[src/rtl/cpu_pipe_pkg.sv]
// Shared types for the 5-stage pipeline hazard controller: forwarding selects and the
// per-stage destination record kept in the shadow pipeline.
package cpu_pipe_pkg;

  // Widest register address a shadow stage can hold; narrower addresses are zero-extended.
  localparam int unsigned MAX_REG_AW = 8;

  typedef enum logic [1:0] {
    FWD_RF  = 2'd0,
    FWD_MEM = 2'd1,
    FWD_WB  = 2'd2
  } fwd_sel_e;

  typedef struct packed {
    logic                  valid;
    logic [MAX_REG_AW-1:0] dst;
    logic                  wr_en;
    logic                  is_load;
  } stage_info_t;

  localparam stage_info_t NOP_STAGE = '{valid: 1'b0, dst: '0, wr_en: 1'b0, is_load: 1'b0};

endpackage

[src/rtl/pipe_sat_counter.sv]
// Saturating event counter with asynchronous active-low clear; sticks at all-ones.
module pipe_sat_counter #(
  parameter int unsigned CNT_W = 16
) (
  input  logic             clk_i,
  input  logic             rst_ni,
  input  logic             inc_i,
  output logic [CNT_W-1:0] count_o
);

  logic [CNT_W-1:0] count_q, count_d;

  always_comb begin
    count_d = count_q;
    if (inc_i && (count_q != '1)) begin
      count_d = count_q + CNT_W'(1);
    end
  end

  always_ff @(posedge clk_i or negedge rst_ni) begin
    if (!rst_ni) begin
      count_q <= '0;
    end else begin
      count_q <= count_d;
    end
  end

  assign count_o = count_q;

endmodule

[src/rtl/pipe_hazard_ctrl.sv]
// Hazard/forwarding controller for the F/D/E/M/W pipeline: tracks E/M/W destinations,
// raises stall/flush/bubble controls and registers per-operand forwarding selects for E.
module pipe_hazard_ctrl
  import cpu_pipe_pkg::*;
#(
  parameter int unsigned REG_AW      = 4,
  parameter int unsigned NSRC        = 3,
  parameter int unsigned ZERO_REG_EN = 0,
  parameter int unsigned CNT_W       = 16
) (
  input  logic                   clk,
  input  logic                   rst,
  input  logic                   d_valid_i,
  input  logic [NSRC*REG_AW-1:0] d_src_addr_i,
  input  logic [NSRC-1:0]        d_src_used_i,
  input  logic [REG_AW-1:0]      d_dst_addr_i,
  input  logic                   d_wr_en_i,
  input  logic                   d_is_load_i,
  input  logic                   e_branch_taken_i,
  input  logic                   m_busy_i,
  output logic                   stall_f_o,
  output logic                   stall_d_o,
  output logic                   stall_em_o,
  output logic                   flush_d_o,
  output logic                   bubble_e_o,
  output logic                   bubble_w_o,
  output logic [2*NSRC-1:0]      fwd_sel_o,
  output logic [CNT_W-1:0]       cnt_loaduse_o,
  output logic [CNT_W-1:0]       cnt_flush_o,
  output logic [CNT_W-1:0]       cnt_membusy_o
);

  stage_info_t e_q, m_q, w_q;
  stage_info_t e_d, m_d, w_d;
  stage_info_t d_info;
  logic [2*NSRC-1:0] fwd_q, fwd_d, fwd_next;
  logic [NSRC-1:0]   match_e, match_m;
  logic              busy, branch, load_use;

  assign d_info = '{valid:   d_valid_i,
                    dst:     MAX_REG_AW'(d_dst_addr_i),
                    wr_en:   d_wr_en_i,
                    is_load: d_is_load_i};

  for (genvar k = 0; k < NSRC; k++) begin : g_src
    logic [MAX_REG_AW-1:0] src;
    logic                  zero_blk;
    fwd_sel_e              sel;

    assign src      = MAX_REG_AW'(d_src_addr_i[k*REG_AW +: REG_AW]);
    assign zero_blk = (ZERO_REG_EN != 0) && (src == '0);

    assign match_e[k] = e_q.valid & e_q.wr_en & d_src_used_i[k] & (src == e_q.dst) & ~zero_blk;
    assign match_m[k] = m_q.valid & m_q.wr_en & d_src_used_i[k] & (src == m_q.dst) & ~zero_blk;

    // A load in E has no data yet, so only an older match in M can forward.
    assign sel = (match_e[k] && !e_q.is_load) ? FWD_MEM :
                 match_m[k]                   ? FWD_WB  : FWD_RF;
    assign fwd_next[2*k +: 2] = sel;
  end

  assign busy     = m_busy_i;
  assign branch   = e_branch_taken_i & ~busy;
  assign load_use = d_valid_i & e_q.is_load & (|match_e) & ~busy & ~e_branch_taken_i;

  // Controls are forced low while reset is asserted, regardless of inputs.
  assign stall_f_o  = rst & (busy | load_use);
  assign stall_d_o  = rst & (busy | load_use);
  assign stall_em_o = rst & busy;
  assign flush_d_o  = rst & branch;
  assign bubble_e_o = rst & (branch | load_use);
  assign bubble_w_o = rst & busy;

  always_comb begin
    e_d   = e_q;
    m_d   = m_q;
    w_d   = w_q;
    fwd_d = fwd_q;
    if (busy) begin
      w_d = NOP_STAGE;
    end else if (branch || load_use) begin
      e_d   = NOP_STAGE;
      m_d   = e_q;
      w_d   = m_q;
      fwd_d = '0;
    end else begin
      e_d   = d_info;
      m_d   = e_q;
      w_d   = m_q;
      fwd_d = fwd_next;
    end
  end

  always_ff @(posedge clk or negedge rst) begin
    if (!rst) begin
      e_q   <= NOP_STAGE;
      m_q   <= NOP_STAGE;
      w_q   <= NOP_STAGE;
      fwd_q <= '0;
    end else begin
      e_q   <= e_d;
      m_q   <= m_d;
      w_q   <= w_d;
      fwd_q <= fwd_d;
    end
  end

  assign fwd_sel_o = fwd_q;

  // W needs no forwarding path: the regfile writes on the falling edge.
  logic unused_w;
  assign unused_w = ^w_q;

  pipe_sat_counter #(.CNT_W(CNT_W)) u_cnt_loaduse (
    .clk_i  (clk),
    .rst_ni (rst),
    .inc_i  (load_use),
    .count_o(cnt_loaduse_o)
  );

  pipe_sat_counter #(.CNT_W(CNT_W)) u_cnt_flush (
    .clk_i  (clk),
    .rst_ni (rst),
    .inc_i  (branch),
    .count_o(cnt_flush_o)
  );

  pipe_sat_counter #(.CNT_W(CNT_W)) u_cnt_membusy (
    .clk_i  (clk),
    .rst_ni (rst),
    .inc_i  (busy),
    .count_o(cnt_membusy_o)
  );

endmodule

[config.mk]
export PLATFORM = sky130hd
export DESIGN_NAME = pipe_hazard_ctrl
export DESIGN_NICKNAME = d
export VERILOG_FILES = /design/src/rtl/cpu_pipe_pkg.sv /design/src/rtl/pipe_sat_counter.sv /design/src/rtl/pipe_hazard_ctrl.sv
export SDC_FILE = /design/constraint.sdc
export NUM_CORES = 1
export LEC_CHECK = 0
export CORE_UTILIZATION = 50
export CTS_BUF_LIST = sky130_fd_sc_hd__clkbuf_4
export DETAILED_ROUTE_END_ITERATION = 6
export PLACE_DENSITY = 0.86
export SLEW_MARGIN = 30
export SYNTH_ARGS = -nofsm -noshare
export SYNTH_HDL_FRONTEND = slang
export SYNTH_SLANG_ARGS = --single-unit
[constraint.sdc]
create_clock -name clk -period 3.8 [get_ports clk]
set_input_delay 1.14 -clock clk [delete_from_list [all_inputs] [get_ports clk]]
set_output_delay 1.14 -clock clk [all_outputs]
set_load 0.01 [all_outputs]
# Word level (Yosys, flattened, before mapping)
# Index checks and enable logic that the tools add are counted.
word_totals:
  ff_bits: 75
  input_bits: 26
  output_inout_bits: 60
  wordCells: 67
classes:
  n_addsub: 3
  eq_ne: 9
  mux: 8
  n_bitwise: 27
  n_reduce_logical: 9
ops:
  columns: ["op", "n"]
  rows:
  - ["$add A16 B1 Y16 const B", 3]
  - ["$eq A4 B8 Y1", 6]
  - ["$ne A16 B16 Y1 const B", 3]
  - ["$and A1 B1 Y1", 23]
  - ["$mux W2", 6]
  - ["$mux W11", 1]
  - ["$logic_and A1 B1 Y1", 6]
  - ["$mux W6", 1]
  - ["$reduce_or A3 Y1", 1]
  - ["$not A1 Y1", 2]
  - ["$or A1 B1 Y1", 2]
  - ["$logic_not A1 Y1", 1]
  - ["$logic_or A1 B1 Y1", 1]

# Depth between registers and ports, before layout
logic_depth:
  depth_word: 9
  mapped_depth: 7
  mapped_depth_nobuf: 7

# By module
# Synthesis repeated with hierarchy kept, for this count alone.
hier_totals:
  cells_unflattened: 323
  area_unflattened_um2: 3696.0
by_module_without_submodules:
  columns: ["module", "instances", "cells_each", "area_per_inst_um2", "seq_area_each_um2"]
  rows:
  - ["pipe_sat_counter", 3, 72, 859.6, 400.4]
  - ["pipe_hazard_ctrl", 1, 107, 1117.3, 475.5]

# Worst setup path after synthesis
# Ideal clock, no wire load.
synth_path:
  path_kind: "input port to output port"
  startpoint: "input m_busy_i"
  endpoint: "output stall_f_o"
  t_arrival_ns: 2.687
  required_time_ns: 2.660
  slack_ns: -0.027
  stages: 7
  n_path_buf: 3
  cell_sequence: "buf_6 > nor2_1 > nand3_1 > a31o_1 > buf_2 > a21boi_0 > buf_4"
synth_via:
  elab_chain_cells: 5
synth_rtl:
  columns: ["element", "line", "source"]
  rows:
  - ["start: declaration", "pipe_hazard_ctrl.sv:20", "input logic m_busy_i,"]
  - ["$not A1 Y1", "pipe_hazard_ctrl.sv:64", "assign load_use = d_valid_i & e_q.is_load & (|match_e) & ~busy & ~e_branch_taken_i;"]
  - ["$and A1 B1 Y1 (2 in a row)", "pipe_hazard_ctrl.sv:64", null]
  - ["$or A1 B1 Y1 (*)", null, null]
  - ["$and A1 B1 Y1 (*)", null, null]
  - ["end: declaration", "pipe_hazard_ctrl.sv:21", "output logic stall_f_o,"]
# Every way passes the cells marked *; elsewhere a longest branch is shown, timed or not.

# Worst setup path after layout
layout_path:
  startpoint: "input m_busy_i"
  endpoint: "output flush_d_o"
layout_via:
  elab_chain_cells: 3
layout_rtl:
  columns: ["element", "line", "source"]
  rows:
  - ["$not A1 Y1", "pipe_hazard_ctrl.sv:63", "assign branch = e_branch_taken_i & ~busy;"]
  - ["$and A1 B1 Y1", "pipe_hazard_ctrl.sv:63", null]
  - ["$and A1 B1 Y1", "pipe_hazard_ctrl.sv:70", "assign flush_d_o = rst & branch;"]
  - ["end: declaration", "pipe_hazard_ctrl.sv:24", "output logic flush_d_o,"]
# Every way passes these cells.

==> results.ini <==
[status]
status = finished, final reports clean

[cts]
cts_tree = built
cts_max_path_buffers = 2
clk_latency_ns = 0.41
cts_buffers = 9
cts_sinks = 67
clk_pin_slew_ns = 0.11
h-tree-depth = 3
hold_buffers = 0
root_buffer = clkbuf_4

[detailed_routing]
wl_per_cell_um = 16.0
ant_nets = 0
finalWirelength_mm = 8.11
wl_met2_mm = 3.95
vias = 2837
viasPerCell = 5.58
m1WireLength_mm = 3.51
route.met3.wl_um = 479
drc = 0
drt-initial-drc-count = 163
drtPass1Iterations = 4
top_layer = met4

[finish]
nNetsFinal = 455
drive_gt1_frac = 0.162
area_delta_synth_final_pct = 40.4
multiInputGateArea_um2 = 1600
fillers = 425
layout_commonest_cell = clkdlybuf4s50_1
final_core_util = 0.729
finalInstanceArea_um2 = 4630
fin_cells = 508
diodes = 0
seqCellArea_um2 = 1680
layout_common_cells = clkdlybuf4s50_1 (70), dfrtp_1 (67), buf_4 (33)

[power]
power_density_nw_per_um2 = 403
ir_drop_mv = 0.381
power.leakage_nw = 2.08

[die]
rows = 29
io_pins = 86
die_y_um = 83.2
start_util = 0.520
dieArea_um2 = 6930
core_area_um2 = 6350
fp.dieW_um = 83.2

[global_routing]
grt_pass1_wl_mm = 13.7
grt-ovfl-total = 0
grt_pass1_vias = 2889
antenna_found_initial = 0
grt_max_degree = 36
grt_usage = 0.246

[logic_synthesis]
ys_types = 35
synth-main-ff-cell = dfrtp_1
syn_nets = 334
yosys_warnings = 0
yosys.area.top_type = dfrtp_1
yosysTopAreaCellShare = 0.508
avgSynthCellArea_um2 = 10.8
ys_ff_latch = 67
synth_edf_count = 0
ys_seq_area_frac = 0.508
netlist_area_um2 = 3300
async_flop_share = 1.00
synth_cells = 305
ys_top_cells_by_area = dfrtp_1 (51%), xnor2_1 (8.8%), xor2_1 (8.5%)

[place]
place.gp.congestion = 0.812
dpl.cell_count = 484
dpl_worst_slack_ns = -0.568
placed_area_um2 = 4380
dp_hpwl_mm = 5.62
io_buffers = 85

[critical_path]
regToRegSetupSlack_ns = 0.65
crit_required_ns = 2.66
cp_num_buf_inv = 3
cp_max_fo = 26
path_class = in -> out
end_kind = output port
cp.arrival_ns = 2.60
crit_top_cell = clkdlybuf4s50_1
critPathTopFamily = buffers and inverters
slowest_stage = clkdlybuf4s50_1
worst_setup_path_start_kind = input pin
critical-path-max-stage-delay_ns = 0.53
crit_chain = clkdlybuf4s50_1 > buf_6 > nor2b_1 > and2_1 > clkdlybuf4s50_1

[timing]
fin_crit_ns = 3.74
setup_viol = 0
tightest_slew_ns = 0.705
timing.slew.headroom = 0.527
worst_clock_skew_ns = 0.0114
fin_crit_sh = 0.985
rsz0062_at_grt = true
fmax_ghz = 0.267
hold_viol_final = 0
setup_ws_ns = 0.0554
drv_slew = 0

[hold_path]
hold_path_class = reg -> reg

[job]
max_cap_violations = 0

## final cells by class
cell class,count,area share
Timing Repair Buffer,119,0.236
Inverter,3,0.00243
Clock buffer,9,0.0146
Clock inverter,7,0.0200
Sequential cell,67,0.362
Tap cell,77,0.0208
Multi-Input combinational cell,226,0.345
## stage by stage
stage | hold WS, ns | total power [mW] | setup TNS, ns
4_1_cts | 0.501 | 1.87 | 0
5_1_grt | 0.519 | 1.96 | -0.00572
3_5_place_dp | 0.473 | 1.35 | -1.70
6_report | 0.501 | 1.86 | 0
2_1_floorplan | 0.460 | 1.09 | 0
3_3_place_gp | 0.469 | 1.34 | -1.40
## cell families (layout without fill, tap and decap cells)
logic type	Yosys count	in the layout	share of synthesized area
XOR/XNOR	65	65	0.173
AO/OA/AOI/OAI	27	27	0.0603
adder cells (fa/ha/maj)	3	3	0.0114
AND/OR/NAND/NOR	121	121	0.194
flip-flops	67	67	0.508
buffers and inverters	12	138	0.0197
multiplexers	10	10	0.0338
## report_power, final
part           switching [mW]  internal, mW  total, mW  leakage (nW)
Clock                   0.261         0.264      0.525        0.0796
Sequential              0.115         0.796      0.911         0.898
Combinational           0.177         0.252      0.429          1.10
## tightest hold or removal path, cell delays in order, from the launching register on
cell and delay [ns]:
dfrtp_1 0.36, nand2_1 0.05, o21ai_0 0.06
## cell usage after synthesis, drive strengths merged, types with 2 or more instances
| library cell | n |
|---|---|
| nand2 | 17 |
| clkbuf | 2 |
| nor2b | 2 |
| inv | 3 |
| nand3 | 24 |
| nor2 | 15 |
| o21ai | 7 |
| xnor2 | 33 |
| nor3 | 14 |
| a32o | 6 |
| a21oi | 4 |
| nand3b | 2 |
| ha | 3 |
| a21boi | 2 |
| nand4 | 21 |
| buf | 7 |
| and3 | 14 |
| xor2 | 32 |
| mux2 | 9 |
| and2 | 5 |
| nor4 | 3 |
| o2111ai | 3 |
| dfrtp | 67 |
| or3 | 2 |
## repair_timing
item	4_1_cts	5_1_grt
buffers inserted	8	0
pin swaps	8	7
resized for setup	25	8
endpoints found under the setup margin	3	8
## final timing paths
check	cells past startpoint	from	end
max in group asynchronous	2	rst	u_cnt_membusy.count_o[4]
worst min register to register	2	fwd_sel_o[4]	fwd_sel_o[4]
worst max-delay path	5	m_busy_i	flush_d_o
worst max register to register	15	e_q[2]	u_cnt_loaduse.count_o[1]
min in group asynchronous	2	rst	u_cnt_flush.count_o[9]
worst min-delay path	2	fwd_sel_o[4]	fwd_sel_o[4]
## routing by layer
| layer | GRT usage | vias to the layer above |
|---|---|---|
| met5 | 0 | - |
| met4 | 0.129 | 0 |
| met3 | 0.0557 | 19 |
| met2 | 0.391 | 94 |
| met1 | 0.315 | 1387 |
| li1 | - | 1337 |
## state kept, by name, summed over array words and instances (netlist names)
signal                 cells
fwd_sel_o                  6
e_q                        7
u_cnt_membusy.count_o     16
u_cnt_flush.count_o       16
u_cnt_loaduse.count_o     16
m_q                        6
No activity file was read; power rests on OpenSTA's default activity.
